===== src/rtl/riscv_test_monitor_pkg.sv =====
// Shared types and constants for the riscv-tests pass/fail/timeout monitor.
package riscv_test_pkg;

  typedef enum logic [2:0] {
    IDLE    = 3'd0,
    RUN     = 3'd1,
    PASS    = 3'd2,
    FAIL    = 3'd3,
    TIMEOUT = 3'd4,
    HANG    = 3'd5
  } status_e;

  localparam logic [31:0] DEFAULT_PASS_PC = 32'h0000_0044;
  localparam int unsigned GP_REG_IDX      = 3;

endpackage


===== src/rtl/riscv_test_monitor_if.sv =====
// Retire stream from the core into the monitor, plus the monitor's verdict outputs.
interface riscv_test_monitor_if #(
  parameter int unsigned CNT_W = 32
);
  import riscv_test_pkg::*;

  logic             start;
  logic             retire_valid;
  logic [31:0]      retire_pc;
  logic [31:0]      gp_value;
  status_e          status;
  logic             done;
  logic [30:0]      fail_testnum;
  logic [CNT_W-1:0] cycle_count;
  logic [CNT_W-1:0] retire_count;

  modport master (
    output start, retire_valid, retire_pc, gp_value,
    input  status, done, fail_testnum, cycle_count, retire_count
  );

  modport slave (
    input  start, retire_valid, retire_pc, gp_value,
    output status, done, fail_testnum, cycle_count, retire_count
  );

endinterface


===== src/rtl/riscv_test_monitor_sat_counter.sv =====
// Saturating up-counter with synchronous clear; clear wins over enable.
module sat_counter #(
  parameter int unsigned CNT_W = 32
) (
  input  logic             clk,
  input  logic             rst,
  input  logic             clear,
  input  logic             enable,
  output logic [CNT_W-1:0] count
);

  always_ff @(posedge clk or negedge rst) begin
    if (!rst) begin
      count <= '0;
    end else if (clear) begin
      count <= '0;
    end else if (enable && (count != '1)) begin
      count <= count + CNT_W'(1);
    end
  end

endmodule


===== src/rtl/riscv_test_monitor.sv =====
// Watches the core retire stream and gp (x3) to produce a sticky riscv-tests verdict.
module riscv_test_monitor
  import riscv_test_pkg::*;
#(
  parameter logic [31:0] PASS_PC        = DEFAULT_PASS_PC,
  parameter int unsigned TIMEOUT_CYCLES = 5000,
  parameter int unsigned HANG_LIMIT     = 16,
  parameter int unsigned CNT_W          = 32
) (
  input logic                  clk,
  input logic                  rst,
  riscv_test_monitor_if.slave  mon
);

  localparam int unsigned HW = $clog2(HANG_LIMIT + 1);
  localparam logic [CNT_W:0]  TIMEOUT_LIM = (CNT_W+1)'(TIMEOUT_CYCLES);
  localparam logic [HW-1:0]   HANG_LIM    = HW'(HANG_LIMIT);

  status_e          state;
  logic             done;
  logic [30:0]      fail_testnum;
  logic [31:0]      last_pc;
  logic [HW-1:0]    same_cnt;
  logic [CNT_W-1:0] cycle_count;
  logic [CNT_W-1:0] retire_count;

  logic in_run;
  logic pass_retire;
  logic same_pc;
  logic hang_hit;
  logic timeout_hit;

  always_comb begin
    in_run      = (state == RUN);
    pass_retire = mon.retire_valid && (mon.retire_pc == PASS_PC);
    same_pc     = mon.retire_valid && (mon.retire_pc == last_pc);
    hang_hit    = same_pc && ((same_cnt + HW'(1)) == HANG_LIM);
    // Widened by one bit so a saturated counter cannot wrap into a false match.
    timeout_hit = (({1'b0, cycle_count} + (CNT_W+1)'(1)) == TIMEOUT_LIM);
  end

  always_ff @(posedge clk or negedge rst) begin
    if (!rst) begin
      state        <= IDLE;
      done         <= 1'b0;
      fail_testnum <= '0;
      last_pc      <= '0;
      same_cnt     <= '0;
    end else if (mon.start) begin
      state        <= RUN;
      done         <= 1'b0;
      fail_testnum <= '0;
      same_cnt     <= '0;
    end else if (in_run) begin
      if (pass_retire) begin
        done <= 1'b1;
        if (mon.gp_value == 32'd1) begin
          state <= PASS;
        end else begin
          state        <= FAIL;
          fail_testnum <= mon.gp_value[31:1];
        end
      end else begin
        // PASS_PC retires end the test above, so they never reach the tracker.
        if (mon.retire_valid) begin
          if (same_pc) begin
            same_cnt <= same_cnt + HW'(1);
          end else begin
            last_pc  <= mon.retire_pc;
            same_cnt <= HW'(1);
          end
        end
        if (hang_hit) begin
          state <= HANG;
          done  <= 1'b1;
        end else if (timeout_hit) begin
          state <= TIMEOUT;
          done  <= 1'b1;
        end
      end
    end
  end

  sat_counter #(.CNT_W(CNT_W)) u_cycle_cnt (
    .clk    (clk),
    .rst    (rst),
    .clear  (mon.start),
    .enable (in_run),
    .count  (cycle_count)
  );

  sat_counter #(.CNT_W(CNT_W)) u_retire_cnt (
    .clk    (clk),
    .rst    (rst),
    .clear  (mon.start),
    .enable (in_run && mon.retire_valid),
    .count  (retire_count)
  );

  assign mon.status       = state;
  assign mon.done         = done;
  assign mon.fail_testnum = fail_testnum;
  assign mon.cycle_count  = cycle_count;
  assign mon.retire_count = retire_count;

endmodule


===== src/flat_wrapper.sv =====
// flat-port wrapper written by rule: the top's interface ports become plain ports
module riscv_test_monitor_flat import riscv_test_pkg::*;
#(
  parameter logic [31:0] PASS_PC        = DEFAULT_PASS_PC,
  parameter int unsigned TIMEOUT_CYCLES = 5000,
  parameter int unsigned HANG_LIMIT     = 16,
  parameter int unsigned CNT_W          = 32
)
  (clk, rst, mon_start, mon_retire_valid, mon_retire_pc, mon_gp_value, mon_status, mon_done, mon_fail_testnum, mon_cycle_count, mon_retire_count);
  riscv_test_monitor_if #(.CNT_W(CNT_W)) mon_i ();
  input logic clk;
  input logic rst;
  input wire logic [$bits(mon_i.start)-1:0] mon_start;
  input wire logic [$bits(mon_i.retire_valid)-1:0] mon_retire_valid;
  input wire logic [$bits(mon_i.retire_pc)-1:0] mon_retire_pc;
  input wire logic [$bits(mon_i.gp_value)-1:0] mon_gp_value;
  output wire logic [$bits(mon_i.status)-1:0] mon_status;
  output wire logic [$bits(mon_i.done)-1:0] mon_done;
  output wire logic [$bits(mon_i.fail_testnum)-1:0] mon_fail_testnum;
  output wire logic [$bits(mon_i.cycle_count)-1:0] mon_cycle_count;
  output wire logic [$bits(mon_i.retire_count)-1:0] mon_retire_count;
  assign mon_i.start = mon_start;
  assign mon_i.retire_valid = mon_retire_valid;
  assign mon_i.retire_pc = mon_retire_pc;
  assign mon_i.gp_value = mon_gp_value;
  assign mon_status = mon_i.status;
  assign mon_done = mon_i.done;
  assign mon_fail_testnum = mon_i.fail_testnum;
  assign mon_cycle_count = mon_i.cycle_count;
  assign mon_retire_count = mon_i.retire_count;
  riscv_test_monitor #(.PASS_PC(PASS_PC), .TIMEOUT_CYCLES(TIMEOUT_CYCLES), .HANG_LIMIT(HANG_LIMIT), .CNT_W(CNT_W)) u_core (.clk(clk), .rst(rst), .mon(mon_i));
endmodule

===== config.mk =====
export PLATFORM = sky130hd
export DESIGN_NAME = riscv_test_monitor_flat
export DESIGN_NICKNAME = d
export VERILOG_FILES = /design/src/rtl/riscv_test_monitor_pkg.sv /design/src/rtl/riscv_test_monitor_if.sv /design/src/rtl/riscv_test_monitor_sat_counter.sv /design/src/rtl/riscv_test_monitor.sv /design/src/flat_wrapper.sv
export SDC_FILE = /design/constraint.sdc
export NUM_CORES = 1
export LEC_CHECK = 0
export BUFFER_PORTS_ARGS = -buffer_cell sky130_fd_sc_hd__buf_2
export CAP_MARGIN = 10
export CORE_UTILIZATION = 35
export DETAILED_ROUTE_END_ITERATION = 8
export HOLD_SLACK_MARGIN = 0.03
export PLACE_DENSITY_LB_ADDON = 0.08
export RECOVER_POWER = 50
export SLEW_MARGIN = 20
export SYNTH_ARGS = -nofsm -noshare
export SYNTH_HDL_FRONTEND = slang
export SYNTH_SLANG_ARGS = --single-unit

===== constraint.sdc =====
create_clock -name clk -period 6.05 [get_ports clk]
set_clock_uncertainty 0.05 [all_clocks]
set_input_delay 0.605 -clock clk [delete_from_list [all_inputs] [get_ports clk]]
set_output_delay 0.605 -clock clk [all_outputs]
set_load 0.01 [all_outputs]

==> results.md, run 1 <==
* RSZ-0062 raised after global routing: no
* Post-CTS sizing at 0
* Reg2reg setup slack at 2.67 ns
* HP Class: input port to async pin
* Chip Height at 146 um
* Fmax at 281 MHz
* Failing checks: max-capacitance violations, max-slew violations
* Grt total ovfl at 0
* Vias at 6117
* PwrDens at 248 nW/um^2
* Setup TNS at 0 ns
* Leak pwr at 3.79 nW
* Tot Pwr at 2.20 mW
* RePlAce Congestion at 0.797
* Flops & latches, synth at 136
* Clock tree buffer depth at 2
* Layout cells sized above 1 at 18.7%
* Max rail drop VDD at 0.165 mV
* MaxCap Viol Count at 1
* Row count at 52
* GR Layer Usage met3 at 4.50%
* Antenna Nets Post-Route at 0
* Final setup fails at 0
* Clk_lat worst skew at 0.42 ns
* Arrival @ worst endpoint at 3.37 ns
* M2 GR Usage at 30.8%
* Syn Inst Count at 754
* Vias in the first global route at 6087
* Via density at 5.15
* Core area at 20400 um^2
* Starting Density at 35.9%
* Worst Setup End Kind: async pin
* Fin nets at 978
* DR DRC count at 0
* DP HPWL at 13.5 mm
* Top_reg_cell synth: dfrtp_1
* Hold_buf cts at 0
* Sink Count at 136
* Slew @ Worst Pin at 2.99 ns
* H-tree Lvls at 4
* Critical-path maximum fanout at 83
* CP max stage delay at 2.18 ns
* Tmin final at 3.55 ns
* YS warnings at 0
* Ports at 167
* DR iter-0 viols at 341
* Buffer and inverter count on the worst path at 2
* First-pass GRT wire length at 31.8 mm
* Commonest non-fill, non-tap cell in the layout: dfrtp_1
* Pre-antenna DRT Iters at 5
* Crit Path Category: input port to async pin
* Number of post-CTS setup repair buffers at 0
* Area growth, synth to finish at 21.4%
* Critical path's slowest cell: clkbuf_1
* Top Usage Layer GRT: met2
* Most frequent cells in the layout: dfrtp_1 (136), buf_2 (94), xor2_1 (83), nor2_1 (77), clkbuf_1 (72)
* Syn_nets at 827
* Die extent in x at 146 um
* Average size of a mapped cell at 9.69 um^2
* Crit-path cells: buf_6 -> clkbuf_1
* Period utilisation layout at 58.7%
* Root buffer cell: clkbuf_16
* Initial antenna violation count at 0
* Routing usage on met1 at 24.1%
* Register clock-pin slew on the reported worst setup and hold paths at 0.07 ns
* Routed len/inst at 16.2 um
* Post-route design area at 8870 um^2
* FF-to-FF End: u_core.mon.done
* R2r startpoint: u_core.u_cycle_cnt.count[13]
* Ys async rst share at 100%
* CP top delay family: buffers and inverters
* Post-synth EDFFs at 0
* Max_slew headroom at -99.1%
* Reg2reg path depth at 7
* Num CTS Buffers at 17
* Global Route Usage Sum at 18.6%
* Synth cell types at 57
* Ant. Diodes at 0
* Layout fillers at 2093
* Status: finished, violations left
* Total Wirelength at 19.2 mm
* Largest net degree at the start of global routing at 84
* Slew Limit Fails at 55
* TritonCTS clock tree: yes
* Register area share after synthesis at 46.6%
* Final Hold Viols at 0
* Area post-placement at 8370 um^2
* IO Port Bufs at 166
* Worst Path Required at 5.86 ns
* Die area at 21500 um^2
* Post-synthesis cell area at 7310 um^2
* Nature of the critical path startpoint: input port
==> state kept, by name, indices dropped and copies added, names as in the netlist <==
| name | flops |
|---|---|
| u_core.mon.done | 1 |
| u_core.u_retire_cnt.count | 32 |
| u_core.u_cycle_cnt.count | 32 |
| u_core.mon.status | 3 |
| u_core.mon.fail_testnum | 31 |
| u_core.last_pc | 32 |
| u_core.same_cnt | 5 |
==> per-layer routing <==
| metal | routed length (um) | share of wire (%) |
|---|---|---|
| met5 | 0 | 0 |
| met4 | 243 | 1.3 |
| met3 | 804 | 4.2 |
| met2 | 9270 | 48 |
| met1 | 8880 | 46 |
==> report_power, final <==
part / switching [mW] / total [mW] / leakage (nW) / internal [mW]
sequential: 0.0364 / 1.00 / 1.79 / 0.963
combinational: 0.118 / 0.209 / 1.73 / 0.0914
clock: 0.436 / 0.991 / 0.262 / 0.556
total: 0.590 / 2.20 / 3.79 / 1.61
==> metrics by stage <==
step	cells	utilization (%)	worst slack [ns]	hold WS [ns]
detailed placement	1155	41.1	2.30	0.460
floorplan	754	-	3.37	0.259
CTS	1187	43.9	2.64	0.197
global placement	1155	41.1	2.54	0.446
finish	1188	43.6	2.50	0.145
global route	1188	43.6	1.68	0.215
==> how the worst max path moves through the flow <==
stage                                  from                           to  cells past startpoint
2_1_floorplan              mon_retire_pc[1]            u_core.last_pc[0]                      9
3_3_place_gp               mon_retire_pc[1]  u_core.mon.fail_testnum[23]                      7
3_5_place_dp               mon_retire_pc[1]   u_core.mon.fail_testnum[8]                      7
4_1_cts        u_core.u_cycle_cnt.count[13]              u_core.mon.done                      7
5_1_grt                                 rst  u_core.u_cycle_cnt.count[7]                      2
6_report                                rst  u_core.u_cycle_cnt.count[7]                      2
==> final cells by class <==
class	count	area (um^2)	area share [%]
well taps	270	338	3.81
repair buffers	175	832	9.38
clock inverters	13	110	1.24
flip-flops and latches	136	3400	38.4
multi-input cells	541	3610	40.7
clock buffers	19	453	5.11
inverters	34	128	1.44
==> cell usage after synthesis (3+ instances only) <==
| cell type | count | area (um^2) |
|---|---|---|
| xnor2_1 | 10 | 87.6 |
| nor4b_1 | 7 | 61.3 |
| a21oi_1 | 15 | 75.1 |
| nand3b_1 | 34 | 255 |
| inv_1 | 34 | 128 |
| a21o_1 | 3 | 22.5 |
| and3_1 | 15 | 93.8 |
| and4_1 | 3 | 26.3 |
| nand2b_1 | 3 | 18.8 |
| and2_1 | 5 | 31.3 |
| ha_1 | 5 | 62.6 |
| or3_1 | 13 | 81.3 |
| a211oi_1 | 6 | 45.0 |
| nor2_1 | 77 | 289 |
| clkbuf_1 | 31 | 116 |
| nor3b_1 | 4 | 30.0 |
| nand3_1 | 41 | 205 |
| dfrtp_1 | 136 | 3400 |
| nor3_1 | 11 | 55.1 |
| nand2_1 | 40 | 150 |
| mux2_1 | 3 | 33.8 |
| o21ai_0 | 39 | 195 |
| nor2b_1 | 3 | 18.8 |
| xor2_1 | 83 | 727 |
| nor4_1 | 28 | 175 |
| nand4_1 | 28 | 175 |
| buf_2 | 12 | 60.1 |
| mux2_2 | 29 | 327 |
==> kinds of logic (layout without fill, tap and decap cells) <==
group / after synthesis / count (layout) / synth area share (%)
AOI/OAI and AO/OA: 87 / 87 / 7.74
xor gates and xnor gates: 93 / 93 / 11.1
adders and majority gates: 5 / 5 / 0.856
buffers and inverters: 77 / 241 / 4.16
DFF: 136 / 136 / 46.6
muxes: 33 / 33 / 5.07
and+or+nand+nor: 323 / 323 / 24.4
No activity file was read; power rests on OpenSTA's default activity.
==> run 2, diff against run 1 <==
==> constraint.sdc (replaced) <==
create_clock -name clk -period 3.5 [get_ports clk]
set_clock_uncertainty 0.05 [all_clocks]
set_input_delay 0.35 -clock clk [delete_from_list [all_inputs] [get_ports clk]]
set_output_delay 0.35 -clock clk [all_outputs]
set_load 0.01 [all_outputs]
==> results.md, run 2 (synthesis results as in run 1) <==
* Max_slew headroom at -9.41% (+90 points)
* HP Class: input port to flop
* Area post-placement at 8420 um^2 (+0.57%)
* Multi-input gate area at 3610 um^2 (unchanged)
* Vias at 6112 (-0.082%)
* NetSw at 1.00 mW (+70%)
* DP HPWL at 13.4 mm (-0.33%)
* Fin nets at 981 (+0.31%)
* H-tree Lvls at 4 (unchanged)
* Max rail drop VDD at 0.292 mV (+77%)
* Total Wirelength at 19.0 mm (-0.97%)
* Reg2reg setup slack at 0.54 ns (-2.13 ns)
* Arrival @ worst endpoint at 3.23 ns (-0.14 ns)
* Commonest non-fill, non-tap cell in the layout: dfrtp_1
* RePlAce Congestion at 0.850 (+6.8%)
* Placed cells at 1158 (+0.26%)
* Pint at 2.87 mW (+78%)
* Setup TNS at 0 ns (unchanged)
* Ports at 167 (unchanged)
* MaxCap Viol Count at 1 (unchanged)
* Row count at 52 (unchanged)
* Failing checks: max-capacitance violations, max-slew violations
* Grt total ovfl at 0 (unchanged)
* Switching part of the total power at 25.9% (-0.92 points)
* Crit path launch: u_core.u_cycle_cnt.count[0]
* Number of post-CTS setup repair buffers at 0 (unchanged)
* Largest net degree at the start of global routing at 76 (-9.5%)
* Reg2reg path depth at 8 (+1)
* Starting Density at 35.9% (unchanged)
* Worst setup path endpoint: u_core.mon.done
* Regs by FF count: u_core.last_pc: 32 flops, u_core.u_cycle_cnt.count: 32 flops, u_core.u_retire_cnt.count: 32 flops
* Chip Height at 146 um (unchanged)
* Vias in the first global route at 6000 (-1.4%)
* Clk_lat worst skew at 0.42 ns (about the same)
* Die area at 21500 um^2 (unchanged)
* Leak pwr at 3.78 nW (about the same)
* Layout cells sized above 1 at 18.2% (-0.50 points)
* FF-to-FF End: u_core.mon.done
* Fmax at 338 MHz
* Core area at 20400 um^2 (unchanged)
* Most frequent cells in the layout: dfrtp_1 (136), buf_2 (87), xor2_1 (83), clkbuf_1 (78), nor2_1 (77)
* Critical-path maximum fanout at 6 (-93%)
* Register clock-pin slew on the reported worst setup and hold paths at 0.06 ns (about the same)
* Area growth, synth to finish at 21.9%
* Global Route Usage Sum at 18.5% (-0.086 points)
* Slew @ Worst Pin at 1.64 ns (-1.34 ns)
* Tmin final at 2.96 ns
* Final core occ at 43.7% (+0.19 points)
* R2r startpoint: u_core.u_cycle_cnt.count[0]
* Clock network power share at 46.0% (+0.9 points)
* Final cell count without fillers at 1191 (+0.25%)
* TritonCTS clock tree: yes
* Via density at 5.13 (-0.33%)
* Status: finished, violations left
* Final Hold Viols at 0 (unchanged)
* IO Port Bufs at 166 (unchanged)
* Sink Count at 136 (unchanged)
* Antenna Nets Post-Route at 0 (unchanged)
* Root buffer cell: clkbuf_16
* Worst Setup End Kind: flop
* PwrDens at 434 nW/um^2 (+75%)
* Slew Limit Fails at 62 (+13%)
* Worst hold margin at 0.132 ns (-0.0132 ns)
* RSZ-0062 raised after global routing: no
* Pre-antenna DRT Iters at 4 (-1)
* Die extent in x at 146 um (unchanged)
* Routed len/inst at 16.0 um (-1.2%)
* Initial antenna violation count at 0 (unchanged)
* DR iter-0 viols at 280 (-18%)
* Nature of the critical path startpoint: flop
* Sequential power share at 44.7% (-0.7 points)
* Final worst slack at 0.544 ns (-1.95 ns)
* DR DRC count at 0 (unchanged)
* Ant. Diodes at 0 (unchanged)
* First-pass GRT wire length at 31.5 mm (-1.2%)
* Layout fillers at 2010 (-4.0%)
* Crit Path Category: flop to flop
* Placement Setup Slack at 0.567 ns (-1.73 ns)
* Combinational power share at 9.4% (about the same)
* Post-route design area at 8910 um^2 (+0.44%)
* Final setup fails at 0 (unchanged)
* Period utilisation layout at 84.5%
* Register Area at 3400 um^2 (unchanged)
* Num CTS Buffers at 17 (unchanged)
* Clock tree buffer depth at 2 (unchanged)
* Tot Pwr at 3.87 mW (+76%)
* Worst Path Required at 3.78 ns (-2.08 ns)
==> run 2: what timing repair did <==
action,in CTS,in global routing
gates resized for setup,0,0
endpoints found under the hold margin,61,0
hold buffers,1,0
==> run 2: worst max-delay path: stages (launching register included) <==
cell	delay (ns)
dfrtp_1	0.44
ha_1	0.28
nand3_1	0.17
nor4_2	0.52
nand2_1	0.22
xnor2_1	0.18
a2111oi_1	0.57
nand3_1	0.18
a311oi_2	0.25
==> run 2: how the worst min path moves through the flow <==
stage / from / end / slack, ns / cells after the start
after floorplan: rst / u_core.last_pc[0] / 0.004 / 0
after global placement: rst / u_core.mon.fail_testnum[14] / 0.33 / 1
after detailed placement: rst / u_core.mon.fail_testnum[8] / 0.33 / 1
after CTS: mon_gp_value[12] / u_core.mon.fail_testnum[11] / 0.11 / 3
after global routing: mon_retire_pc[29] / u_core.last_pc[29] / 0.13 / 2
final: mon_gp_value[12] / u_core.mon.fail_testnum[11] / 0.13 / 3
==> run 2: layout make-up <==
cell class / count / share of cell area (%)
clock buffer: 20 / 5.24
sequential: 136 / 38.2
inverter: 34 / 1.43
tap: 270 / 3.79
multi-input combinational: 541 / 40.5
clock inverter: 12 / 1.31
timing repair buffer: 178 / 9.55
==> run 2: metal layers <==
layer | track usage, % | up-vias | routed length, um | part of all wire (%)
li1 | - | 2973 | - | -
met1 | 23.7 | 2980 | 8610 | 45
met2 | 30.9 | 143 | 9320 | 49
met3 | 4.31 | 16 | 882 | 4.6
met4 | 5.63 | 0 | 201 | 1.1
met5 | 0 | - | 0 | 0
==> run 2: power groups by stage <==
stage	sequential (mW)	clock (mW)	combinational, mW
after floorplan	1.76	0	0.188
after global placement	1.75	0	0.371
after detailed placement	1.76	0	0.379
after CTS	1.73	1.84	0.382
after global routing	1.74	1.91	0.409
final	1.73	1.78	0.363
==> run 3, diff against run 2 <==
==> constraint.sdc (replaced) <==
create_clock -name clk -period 2.7 [get_ports clk]
set_clock_uncertainty 0.05 [all_clocks]
set_input_delay 0.27 -clock clk [delete_from_list [all_inputs] [get_ports clk]]
set_output_delay 0.27 -clock clk [all_outputs]
set_load 0.01 [all_outputs]
==> results.md, run 3 (synthesis results as in run 1) <==
* Nature of the critical path startpoint: flop
* Max_slew headroom at 5.16% (+15 points)
* Starting Density at 35.9% (unchanged)
* Pint at 3.86 mW (+35%)
* Register Area at 3410 um^2 (about the same)
* PwrDens at 559 nW/um^2 (+29%)
* Antenna Nets Post-Route at 0 (unchanged)
* Multi-input gate area at 3630 um^2 (+0.66%)
* IO Port Bufs at 166 (unchanged)
* Sink Count at 136 (unchanged)
* Critical path's slowest cell: dfrtp_1
* Ant. Diodes at 0 (unchanged)
* Root buffer cell: clkbuf_16
* Final Hold Viols at 0 (unchanged)
* Clock tree buffer depth at 2 (unchanged)
* Layout fillers at 2017 (+0.35%)
* Vias in the first global route at 6346 (+5.8%)
* Placement Setup Slack at -0.0488 ns (-0.616 ns)
* Register clock-pin slew on the reported worst setup and hold paths at 0.06 ns (about the same)
* Period utilisation layout at 94.6% (+10 points)
* Pre-antenna DRT Iters at 6 (+2)
* Crit Path Category: flop to flop
* Leak pwr at 4.07 nW (+7.7%)
* RePlAce Congestion at 0.833 (-2.1%)
* Total Wirelength at 19.6 mm (+2.8%)
* Worst Path Required at 2.98 ns (-0.80 ns)
* DR DRC count at 0 (unchanged)
* Arrival @ worst endpoint at 2.83 ns (-0.40 ns)
* MaxCap Viol Count at 0 (-1)
* Switching part of the total power at 25.0% (-0.85 points)
* Commonest non-fill, non-tap cell in the layout: dfrtp_1
* Layout cells sized above 1 at 24.3% (+6.0 points)
* Post-route design area at 9210 um^2 (+3.4%)
* Die extent in x at 146 um (unchanged)
* Regs by FF count: u_core.last_pc: 32 flops, u_core.u_cycle_cnt.count: 32 flops, u_core.u_retire_cnt.count: 32 flops
* Fin nets at 1008 (+2.8%)
* Final worst slack at 0.147 ns (-0.397 ns)
* CP max stage delay at 0.46 ns (-0.11 ns)
* Die area at 21500 um^2 (unchanged)
* Ports at 167 (unchanged)
* Tmin final at 2.55 ns (-0.403 ns)
* TritonCTS clock tree: yes
* Most frequent cells in the layout: dfrtp_1 (134), buf_2 (116), xor2_1 (83), nor2_1 (77), clkbuf_1 (50)
* Global Route Usage Sum at 19.2% (+0.70 points)
* Crit-path cells: nand4_1 -> nor4_2 -> nand2_1 -> xnor2_1 -> a2111oi_2 -> buf_4 -> nand3_1 -> a311oi_2
* HP Class: input port to flop
* DP HPWL at 13.9 mm (+3.6%)
* Via density at 5.16 (+0.60%)
* First-pass GRT wire length at 32.8 mm (+4.3%)
* DR iter-0 viols at 309 (+10%)
* H-tree Lvls at 4 (unchanged)
* Sequential power share at 43.5% (-1.2 points)
* Slew Limit Fails at 0 (-100%)
* RSZ-0062 raised after global routing: yes
* Chip Height at 146 um (unchanged)
* Row count at 52 (unchanged)
* Critical-path maximum fanout at 6 (unchanged)
* Combinational power share at 9.4% (about the same)
* Grt total ovfl at 0 (unchanged)
* Clk_lat worst skew at 0.42 ns (about the same)
* Routed len/inst at 16.1 um (+0.55%)
* Final setup fails at 0 (unchanged)
* NetSw at 1.29 mW (+29%)
* Max rail drop VDD at 0.407 mV (+39%)
* Tot Pwr at 5.15 mW (+33%)
* Num CTS Buffers at 17 (unchanged)
* Buffer and inverter count on the worst path at 1 (+1)
* Slew @ Worst Pin at 1.42 ns (-0.219 ns)
* Worst Setup End Kind: flop
* Area growth, synth to finish at 26.1%
* Fmax at 392 MHz (+16%)
* Area post-placement at 8640 um^2 (+2.6%)
* Core area at 20400 um^2 (unchanged)
* Vias at 6288 (+2.9%)
* Status: finished clean
* Initial antenna violation count at 0 (unchanged)
* Clock network power share at 47.1% (+1.1 points)
* Worst hold margin at 0.0484 ns (-0.0838 ns)
* CP top delay family: simple AND/OR/NAND/NOR gates
* Largest net degree at the start of global routing at 108 (+42%)
run 3: cell count changes in the layout (fill, tap and decap cells not counted), sizes merged:
| cell | delta |
|---|---|
| buf | +55 |
| bufinv | +2 |
| clkbuf | -29 |
| clkinv | +3 |
| clkinvlp | -4 |
run 3: through the flow:
step | instances | utilization, % | setup TNS (ns)
2_1_floorplan | 754 | - | 0
3_3_place_gp | 1184 | 42.4 | 0
3_5_place_dp | 1184 | 42.4 | -0.0488
4_1_cts | 1217 | 45.5 | 0
5_1_grt | 1218 | 45.2 | -0.0106
6_report | 1218 | 45.2 | 0
run 3: final cells by class:
class                      instances  area share [%]
clock inverter                    13            1.83
timing repair buffer             205            11.9
clock buffer                      19            4.81
inverter                          34            1.39
tap                              270            3.67
sequential                       136            37.0
multi-input combinational        541            39.4
run 3: tightest hold or removal path, delay by kind of cell:
kind	cells	cell delay (ns)
AO/OA/AOI/OAI	1	0.06
AND/OR/NAND/NOR	1	0.06
buffers and inverters	1	0.09
run 3: what timing repair did:
item	4_1_cts	5_1_grt
resized for setup	1	6
hold buffers	1	0
pin swaps	0	2
hold endpoints to repair	51	0
setup buffers	0	1
endpoints found under the setup margin	3	6
run 3: power groups by stage:
stage          Combinational (mW)  Clock (mW)  Sequential (mW)
2_1_floorplan               0.244           0             2.28
3_3_place_gp                0.491           0             2.26
3_5_place_dp                0.505           0             2.27
4_1_cts                     0.508        2.49             2.24
5_1_grt                     0.541        2.59             2.26
6_report                    0.483        2.43             2.24
run 3: worst paths after layout:
| path | startpoint | end | slack, ns | cells after the start |
|---|---|---|---|---|
| setup reg to reg | u_core.u_cycle_cnt.count[15] | u_core.mon.done | 0.15 | 8 |
| max in group asynchronous | rst | u_core.mon.fail_testnum[24] | 0.42 | 3 |
| hold reg to reg | u_core.last_pc[31] | u_core.last_pc[31] | 0.48 | 1 |
| min in group asynchronous | rst | u_core.mon.fail_testnum[1] | 0.67 | 2 |
| hold / removal | mon_gp_value[2] | u_core.mon.fail_testnum[1] | 0.05 | 3 |
| setup / recovery | u_core.u_cycle_cnt.count[15] | u_core.mon.done | 0.15 | 8 |
run 3: layer usage:
layer | part of all wire [%] | vias up | GRT usage (%)
met5 | 0 | - | 0
met4 | 1.3 | 0 | 6.46
met3 | 4.0 | 18 | 3.97
met2 | 48 | 139 | 31.5
met1 | 46 | 3116 | 25.1
li1 | - | 3015 | -
